==> config.mk <==
export PLATFORM = sky130hd
export DESIGN_NAME = cdb_result_arbiter_flat
export DESIGN_NICKNAME = d
export VERILOG_FILES = /design/src/rtl/cdb_result_arbiter_if.sv /design/src/rtl/cdb_result_arbiter.sv /design/src/flat_wrapper.sv
export SDC_FILE = /design/constraint.sdc
export NUM_CORES = 1
export LEC_CHECK = 0
export CORE_UTILIZATION = 60
export DETAILED_ROUTE_END_ITERATION = 12
export PLACE_DENSITY = 0.84
export SLEW_MARGIN = 10
export SYNTH_ARGS = -nofsm -noshare
export SYNTH_HDL_FRONTEND = slang
export SYNTH_SLANG_ARGS = --single-unit
export TNS_END_PERCENT = 10
==> constraint.sdc <==
create_clock -name clock -period 5.5 [get_ports clock]
set_input_delay 1.375 -clock clock [delete_from_list [all_inputs] [get_ports clock]]
set_output_delay 1.375 -clock clock [all_outputs]
set_load 0.005 [all_outputs]
==> src/rtl/cdb_result_arbiter_if.sv <==
// Bundle of the two functional-unit result channels and the shared CDB broadcast.
// master = producers/consumers around the arbiter, slave = the arbiter itself.
interface cdb_result_arbiter_if #(
    parameter int CNT_W = 3
);
    logic [15:0]      sumsub_result;
    logic             sumsub_valid;
    logic             sumsub_ready;
    logic [15:0]      ldsd_result;
    logic             ldsd_valid;
    logic             ldsd_ready;
    logic [15:0]      cdb;
    logic             cdb_valid;
    logic [CNT_W-1:0] sumsub_count;
    logic [CNT_W-1:0] ldsd_count;
    logic             drop_error;

    modport master (
        output sumsub_result, sumsub_valid, ldsd_result, ldsd_valid,
        input  sumsub_ready, ldsd_ready, cdb, cdb_valid,
               sumsub_count, ldsd_count, drop_error
    );

    modport slave (
        input  sumsub_result, sumsub_valid, ldsd_result, ldsd_valid,
        output sumsub_ready, ldsd_ready, cdb, cdb_valid,
               sumsub_count, ldsd_count, drop_error
    );
endinterface

==> src/rtl/cdb_result_arbiter.sv <==
// Per-source result FIFOs feeding a single registered 16-bit CDB, round-robin granted.
// Define CDB_FIXED_PRIORITY_EN to make the ULA source always win ties instead.
module cdb_result_arbiter #(
    parameter int DEPTH = 4,
    parameter int CNT_W = $clog2(DEPTH) + 1
) (
    input  logic                 clock,
    input  logic                 reset,
    cdb_result_arbiter_if.slave  bus
);
    localparam int NUM_SRC = 2;
    localparam int PTR_W   = $clog2(DEPTH);
    localparam int ULA     = 0;
    localparam int LDSD    = 1;

    logic [NUM_SRC-1:0][15:0]      in_word;
    logic [NUM_SRC-1:0][15:0]      head;
    logic [NUM_SRC-1:0][CNT_W-1:0] count;
    logic [NUM_SRC-1:0]            in_vld;
    logic [NUM_SRC-1:0]            full;
    logic [NUM_SRC-1:0]            empty;
    logic [NUM_SRC-1:0]            push;
    logic [NUM_SRC-1:0]            grant;

    logic [15:0] cdb_q;
    logic        cdb_valid_q;
    logic        drop_q;

    assign in_word = {bus.ldsd_result, bus.sumsub_result};
    assign in_vld  = {bus.ldsd_valid,  bus.sumsub_valid};

    for (genvar s = 0; s < NUM_SRC; s++) begin : g_src
        logic [DEPTH-1:0][15:0] mem;
        logic [PTR_W-1:0]       wr_ptr;
        logic [PTR_W-1:0]       rd_ptr;
        logic [CNT_W-1:0]       cnt;

        assign count[s] = cnt;
        assign full[s]  = (cnt == CNT_W'(DEPTH));
        assign empty[s] = (cnt == '0);
        // Ready looks only at full, so a full FIFO refuses a push even while popping.
        assign push[s]  = in_vld[s] && !full[s];
        assign head[s]  = mem[rd_ptr];

        always_ff @(posedge clock) begin
            if (reset) begin
                wr_ptr <= '0;
                rd_ptr <= '0;
                cnt    <= '0;
            end else begin
                if (push[s]) begin
                    mem[wr_ptr] <= in_word[s];
                    wr_ptr      <= wr_ptr + 1'b1;
                end
                if (grant[s])
                    rd_ptr <= rd_ptr + 1'b1;
                cnt <= cnt + CNT_W'(push[s]) - CNT_W'(grant[s]);
            end
        end
    end

`ifdef CDB_FIXED_PRIORITY_EN
    always_comb begin
        grant = '0;
        if (!empty[ULA])
            grant[ULA] = 1'b1;
        else if (!empty[LDSD])
            grant[LDSD] = 1'b1;
    end
`else
    logic last_ldsd;

    // Ties go to whichever source was not granted last.
    always_comb begin
        grant = '0;
        if (!empty[ULA] && !empty[LDSD]) begin
            if (last_ldsd)
                grant[ULA] = 1'b1;
            else
                grant[LDSD] = 1'b1;
        end else if (!empty[ULA]) begin
            grant[ULA] = 1'b1;
        end else if (!empty[LDSD]) begin
            grant[LDSD] = 1'b1;
        end
    end

    always_ff @(posedge clock) begin
        if (reset)
            last_ldsd <= 1'b1;
        else if (|grant)
            last_ldsd <= grant[LDSD];
    end
`endif

    // Bit 10 is overwritten with the granting source so consumers can tell units apart.
    always_ff @(posedge clock) begin
        if (reset) begin
            cdb_q       <= '0;
            cdb_valid_q <= 1'b0;
            drop_q      <= 1'b0;
        end else begin
            if (grant[ULA]) begin
                cdb_q       <= {head[ULA][15:11], 1'b1, head[ULA][9:0]};
                cdb_valid_q <= 1'b1;
            end else if (grant[LDSD]) begin
                cdb_q       <= {head[LDSD][15:11], 1'b0, head[LDSD][9:0]};
                cdb_valid_q <= 1'b1;
            end else begin
                cdb_q       <= '0;
                cdb_valid_q <= 1'b0;
            end
            if (|(in_vld & full))
                drop_q <= 1'b1;
        end
    end

    assign bus.sumsub_ready = !full[ULA];
    assign bus.ldsd_ready   = !full[LDSD];
    assign bus.sumsub_count = count[ULA];
    assign bus.ldsd_count   = count[LDSD];
    assign bus.cdb          = cdb_q;
    assign bus.cdb_valid    = cdb_valid_q;
    assign bus.drop_error   = drop_q;
endmodule
==> src/flat_wrapper.sv <==
// flat-port wrapper written by rule: the top's interface ports become plain ports
module cdb_result_arbiter_flat 
#(
    parameter int DEPTH = 4,
    parameter int CNT_W = $clog2(DEPTH) + 1
)
  (clock, reset, bus_sumsub_result, bus_sumsub_valid, bus_ldsd_result, bus_ldsd_valid, bus_sumsub_ready, bus_ldsd_ready, bus_cdb, bus_cdb_valid, bus_sumsub_count, bus_ldsd_count, bus_drop_error);
  cdb_result_arbiter_if #(.CNT_W(CNT_W)) bus_i ();
  input  logic clock;
  input  logic reset;
  input wire logic [$bits(bus_i.sumsub_result)-1:0] bus_sumsub_result;
  input wire logic [$bits(bus_i.sumsub_valid)-1:0] bus_sumsub_valid;
  input wire logic [$bits(bus_i.ldsd_result)-1:0] bus_ldsd_result;
  input wire logic [$bits(bus_i.ldsd_valid)-1:0] bus_ldsd_valid;
  output wire logic [$bits(bus_i.sumsub_ready)-1:0] bus_sumsub_ready;
  output wire logic [$bits(bus_i.ldsd_ready)-1:0] bus_ldsd_ready;
  output wire logic [$bits(bus_i.cdb)-1:0] bus_cdb;
  output wire logic [$bits(bus_i.cdb_valid)-1:0] bus_cdb_valid;
  output wire logic [$bits(bus_i.sumsub_count)-1:0] bus_sumsub_count;
  output wire logic [$bits(bus_i.ldsd_count)-1:0] bus_ldsd_count;
  output wire logic [$bits(bus_i.drop_error)-1:0] bus_drop_error;
  assign bus_i.sumsub_result = bus_sumsub_result;
  assign bus_i.sumsub_valid = bus_sumsub_valid;
  assign bus_i.ldsd_result = bus_ldsd_result;
  assign bus_i.ldsd_valid = bus_ldsd_valid;
  assign bus_sumsub_ready = bus_i.sumsub_ready;
  assign bus_ldsd_ready = bus_i.ldsd_ready;
  assign bus_cdb = bus_i.cdb;
  assign bus_cdb_valid = bus_i.cdb_valid;
  assign bus_sumsub_count = bus_i.sumsub_count;
  assign bus_ldsd_count = bus_i.ldsd_count;
  assign bus_drop_error = bus_i.drop_error;
  cdb_result_arbiter #(.DEPTH(DEPTH), .CNT_W(CNT_W)) u_core (.clock(clock), .reset(reset), .bus(bus_i));
endmodule
==> results of run 1 <==
-- critical path: cells and delay by family, from the launching register on --
family	cells	cell delay [ps]
buffers and inverters	1	480
flip-flops	1	460
AND/OR/NAND/NOR	1	510
-- final timing paths --
kind | endpoint | slack (ps) | cells after the start
min reg2reg | u_core.g_src[1].wr_ptr[1]$_SDFFE_PP0P_ | 510 | 2
min | u_core.g_src[1].wr_ptr[1]$_SDFFE_PP0P_ | 510 | 2
max reg2reg | u_core.bus.ldsd_count[2]$_SDFF_PP0_ | 2830 | 9
max | bus_sumsub_ready | 2150 | 2
-- registers in the layout (all words and copies together), names as in the netlist --
signal                   flops
u_core.last_ldsd             1
u_core.g_src.mem           120
u_core.bus.cdb_valid         1
u_core.g_src.wr_ptr          4
u_core.g_src.rd_ptr          4
u_core.bus.sumsub_count      3
u_core.bus.ldsd_count        3
u_core.bus.cdb              16
u_core.bus.drop_error        1
-- layout by cell type (no fill, tap or decap), types with 2 or more instances in the layout --
cell type / count
mux4_2: 27
edfxtp_1: 120
clkbuf_16: 17
and2_1: 8
clkbuf_8: 3
nor2b_1: 2
a21oi_1: 5
nor2_1: 31
or3b_2: 2
clkinv_2: 4
xor2_1: 3
fa_1: 2
ha_1: 11
inv_1: 10
a22oi_1: 14
mux4_1: 3
clkbuf_1: 4
clkdlybuf4s50_1: 59
nand3_1: 3
dfxtp_1: 33
xnor2_1: 6
nand2_1: 4
-- layer usage --
layer	vias up	share of wire, %	global-route usage, %
met4	0	2.2	9.365
met5	-	0	0
met1	1495	41	29.17
met2	82	52	39.04
li1	1334	-	-
met3	19	4.6	6.241
-- power groups by stage --
stage,sequential [µW],combinational (µW),clock (µW)
floorplan,1490,633,0
detailed placement,1580,841,0
global route,1580,939,1130
global placement,1570,810,0
CTS,1560,868,1080
finish,1560,865,1070
-- logic make-up (layout without fill, tap and decap cells) --
| kind of cell | count (synthesis) | after routing |
|---|---|---|
| compound gates | 28 | 28 |
| fa+ha+maj | 13 | 13 |
| simple gates | 54 | 54 |
| flops | 153 | 153 |
| buf+inv | 25 | 102 |
| xor+xnor | 9 | 9 |
| mux | 30 | 30 |
-- metrics by stage --
step	hold slack, ps	instance area, µm²	util [%]	power (µW)	setup WS [ps]
2_1_floorplan	469.2	5852	-	2128	3053
3_3_place_gp	482.1	6482	69.50	2382	1986
3_5_place_dp	495.9	6482	69.50	2423	1930
4_1_cts	513.7	7034	75.41	3515	2132
5_1_grt	530.5	7034	75.41	3650	2078
6_report	506.7	7034	75.41	3493	2150
-- layout make-up --
type | instances | share of cell area [%]
Clock inverter | 8 | 0.9961
Inverter | 10 | 0.5336
Sequential cell | 153 | 60.62
Tap cell | 129 | 2.295
Timing Repair Buffer | 60 | 8.502
Clock buffer | 24 | 6.848
Multi-Input combinational cell | 134 | 20.21
==> metrics.csv, run 1 <==
metric;value;unit
status;completed;
combinational share of power;24.8;%
ant diodes;0;
WP data arrival;1970;ps
CTS resizes;0;
CP peak stage delay;510;ps
unrepaired setup endpoints after global routing;no;
Commonest cells post-synth;120 x edfxtp_1, 33 x dfxtp_1, 31 x nor2_1, 27 x mux4_2, 14 x a22oi_1;
reg2reg start;u_core.bus.sumsub_count[2]$_SDFF_PP0_;
area delta synth->final;20.21;%
Max-slew headroom;26.39;%
DRC;0;
Synth Instances;312;
final hold violation count;0;
clk sink count;153;
GRT overflow;0;
CP Data Required Time;4120;ps
crit path from;u_core.bus.sumsub_count[2]$_SDFF_PP0_;
post-synthesis compound-gate area fraction;3.613;%
crit-path max FO;6;
Die Area;10150;µm²
critical-path cell list;or3b_2 -> clkdlybuf4s50_1;
CTS tree;built;
Initial Util;62.74;%
Distinct cells, synth;37;
WL final;10.65;mm
adder-cell area share of the yosys netlist;3.036;%
post-synthesis cell area;5852;µm²
initial drt markers;179;
Leak;0.002375;µW
first drt pass iteration count;5;
DRT antenna net count;0;
clock root buffer;clkbuf_8;
area share of xor/xnor cells in the synthesized design;1.347;%
most frequent cell after synthesis;edfxtp_1;
GRT Overall Usage;23.31;%
share of cells above drive strength 1;15.94;%
synthesized net count;361;
Crit. End Element;output pin;
post-CTS setup buffers;0;
fill count;533;
CTS buffer count;17;
Clock power frac;30.6;%
CP max stage cell;or3b_2;
multi-input combinational cell area;1421;µm²
routed len/inst;20.56;µm
area occupied by registers;4264;µm²
Synth area leader;edfxtp_1;
post-synthesis simple-gate area fraction;4.554;%
synth top area cells;edfxtp_1 62%, dfxtp_1 11%, mux4_2 10%;
Int Power;2526;µW
largest net degree at the start of global routing;21;
post-synthesis async set-or-reset flop share;0;%
Die Height;100.8;µm
clock latency on the worst-skew pair;530;ps
clock transition at the registers of the reported paths;60;ps
fin crit period;3350;ps
Post-CTS Hold Fix Bufs;0;
Worst-Margin Slew;1103;ps
Psw;967.8;µW
PD cells;496.6;nW/µm²
ys flop type;edfxtp_1;
Via density;5.656;
Critical Setup Path Class;reg -> out;
antenna violations before repair;0;
multiplexer share of the synthesized area;11.74;%
largest family of logic cells by synthesized area;multiplexers;
maximum capacitance violations;0;
Worst Hold Class;reg -> reg;
Port Buffer Count;59;
Final Setup Violations;0;
yosys warns;0;
period utilization;60.91;%
vias in the first global route;3047;
Die Width;100.8;µm
Yosys top cell area share;61.58;%
Post-synth EDFFs;120;
sequential area share after synthesis;72.87;%
site row count;35;
# H-tree levels;4;
final setup TNS;0;ps
dpl hpwl;6.375;mm
Via Count;2930;
GPL Wtd Cong;0.7352;
Yosys reg bits;153;
number of I/O pins;62;
crit path launch type;flop;
core area;9328;µm²
final non-filler cell total;518;
fmax;0.2985;GHz
Layout Skew;11.53;ps
VDD IR max;253.8;µV
DP Cell Count;486;
Worst Hold Launch;u_core.g_src[1].wr_ptr[1]$_SDFFE_PP0P_;
Final nets;425;
Slew Limit Fails;0;
first-pass GRT wire length;16.30;mm
sw frac;27.70;%
deepest clock path buffer count;2;
Seq pwr share;44.6;%
Synth Area per Inst;18.76;µm²
Power figures use the tool's default switching activity.
==> run 2, diff against run 1 <==
- CORE_UTILIZATION: 60 -> 56
- PLACE_DENSITY: 0.84 -> 0.79
- clock period: 5.5 -> 3.22 ns (I/O delays scaled with it)
==> metrics.csv, run 2 (synthesis gave the netlist of run 1 again) <==
metric;value;unit;change
site row count;36;;+2.9%
first drt pass iteration count;4;;-1
Via Count;2968;;+1.3%
DR top layer;met4;;
number of I/O pins;62;;unchanged
Max-slew headroom;46.22;%;+20 points
CP Data Required Time;2410;ps;-1710 ps
GPL Wtd Cong;0.7256;;-1.3%
fill count;637;;+20%
Leak;0.002467;µW;+3.8%
GRT overflow;0;;unchanged
Die Height;104.2;µm;+3.4%
clock transition at the registers of the reported paths;70;ps;about the same
period utilization;85.57;%;
deepest clock path buffer count;2;;unchanged
clk sink count;153;;unchanged
unrepaired setup endpoints after global routing;no;;
min setup slack post-route;464.8;ps;-1685 ps
commonest non-fill, non-tap cell in the layout;edfxtp_1;;
Die Width;104.2;µm;+3.4%
ant diodes;0;;unchanged
Worst Hold Class;reg -> reg;;
max reg flops;120;;unchanged
hold path depth;2;;unchanged
Final nets;437;;+2.8%
reg2reg start;u_core.bus.sumsub_count[2]$_SDFF_PP0_;;
Layout Skew;11.61;ps;+0.08340 ps
Crit. End Element;output pin;;
final hold violation count;0;;unchanged
initial drt markers;171;;-4.5%
first-pass GRT wire length;16.86;mm;+3.5%
share of cells above drive strength 1;19.70;%;+3.8 points
dpl hpwl;6.802;mm;+6.7%
Critical Setup Path Class;reg -> out;;
Final Setup Violations;0;;unchanged
GRT Overall Usage;21.66;%;-1.6 points
crit path from;u_core.bus.ldsd_count[2]$_SDFF_PP0_;;
CTS tree;built;;
clock latency on the worst-skew pair;520;ps;about the same
dpl cell area;6578;µm²;+1.5%
Most flops, register;u_core.g_src.mem;;
PD cells;857.4;nW/µm²;+73%
hold slack;513.1;ps;+6.460 ps
routed len/inst;20.15;µm;-2.0%
fin crit period;2755;ps;
maximum capacitance violations;0;;unchanged
commonest cells after routing, fill and taps aside;120 x edfxtp_1, 59 x clkdlybuf4s50_1, 33 x dfxtp_1;;
Post-CTS Hold Fix Bufs;0;;unchanged
final non-filler cell total;534;;+3.1%
worst r2r path cells;10;;+1
met1 wire length;4.282;mm;-1.3%
Initial Util;58.79;%;-4.0 points
VDD IR max;434.2;µV;+71%
CTS resizes;0;;unchanged
WL final;10.76;mm;+1.0%
area delta synth->final;22.86;%;
# H-tree levels;4;;unchanged
WP data arrival;1950;ps;-20 ps
Die Area;10860;µm²;+7.0%
CTS buffer count;17;;unchanged
status;completed;;
DRC;0;;unchanged
crit-path max FO;5;;-1
DP Cell Count;502;;+3.3%
clock root buffer;clkbuf_8;;
met3 wire length;477;µm;-2.3%
antenna violations before repair;0;;unchanged
Worst-Margin Slew;805.5;ps;-297.1 ps
crit path launch type;flop;;
Slew Limit Fails;0;;unchanged
Via density;5.558;;-1.7%
Port Buffer Count;59;;unchanged
fmax;0.3629;GHz;
vias in the first global route;3110;;+2.1%
largest net degree at the start of global routing;22;;+4.8%
post-place setup slack;747.3;ps;-1183 ps
final setup TNS;0;ps;unchanged
post-CTS setup buffers;0;;unchanged
met2 wire length;5.854;mm;+4.8%
post-route cell area;7189;µm²;+2.2%
Worst Hold Launch;u_core.g_src[1].wr_ptr[1]$_SDFFE_PP0P_;;
core area;9955;µm²;+6.7%
DRT antenna net count;0;;unchanged
## run 2: cell count changes in the layout (fill, tap and decap cells not counted)
cell	delta
clkinv_2	-3
clkinv_4	+1
inv_8	+1
clkbuf_16	-1
clkinv_1	-1
buf_4	+12
clkbuf_1	-4
bufinv_16	+2
clkbuf_8	-1
inv_6	+6
## run 2: metal layers
layer / track usage [%] / up-vias
met3: 5.639 / 10
met2: 37.29 / 78
met4: 7.245 / 0
li1: - / 1357
met5: 0 / -
met1: 26.74 / 1523
## run 2: path summary, 6_finish.rpt
path	end	slack [ps]
max	bus_ldsd_ready	460
min	u_core.g_src[1].wr_ptr[1]$_SDFFE_PP0P_	510
max reg2reg	u_core.bus.ldsd_count[2]$_SDFF_PP0_	790
min reg2reg	u_core.g_src[1].wr_ptr[1]$_SDFFE_PP0P_	510
## run 2: worst max-delay path, stage by stage, from the launching register on
cell and delay, ps:
dfxtp_1 470, or3b_2 510, clkdlybuf4s50_1 460
## run 2: per-stage QoR
| stage | utilization, % | total power (µW) |
|---|---|---|
| 2_1_floorplan | - | 3634 |
| 3_3_place_gp | 66.08 | 4116 |
| 3_5_place_dp | 66.08 | 4183 |
| 4_1_cts | 72.22 | 6223 |
| 5_1_grt | 72.22 | 6465 |
| 6_report | 72.22 | 6164 |
## run 2: power by group
group / internal [µW] / switching, µW / leakage (µW)
Combinational: 847 / 700 / 0.000806
Sequential: 2390 / 204 / 0.00136
Clock: 1220 / 798 / 0.000299
Total: 4460 / 1700 / 0.00247
## run 2: layout make-up
| class | instances | area, µm² | share of cell area (%) |
|---|---|---|---|
| clock inverter | 14 | 183.9 | 2.558 |
| sequential | 153 | 4264 | 59.31 |
| multi-input combinational | 134 | 1421 | 19.77 |
| tap | 133 | 166.4 | 2.315 |
| inverter | 10 | 37.54 | 0.5221 |
| clock buffer | 18 | 427.9 | 5.952 |
| timing repair buffer | 72 | 688.2 | 9.572 |
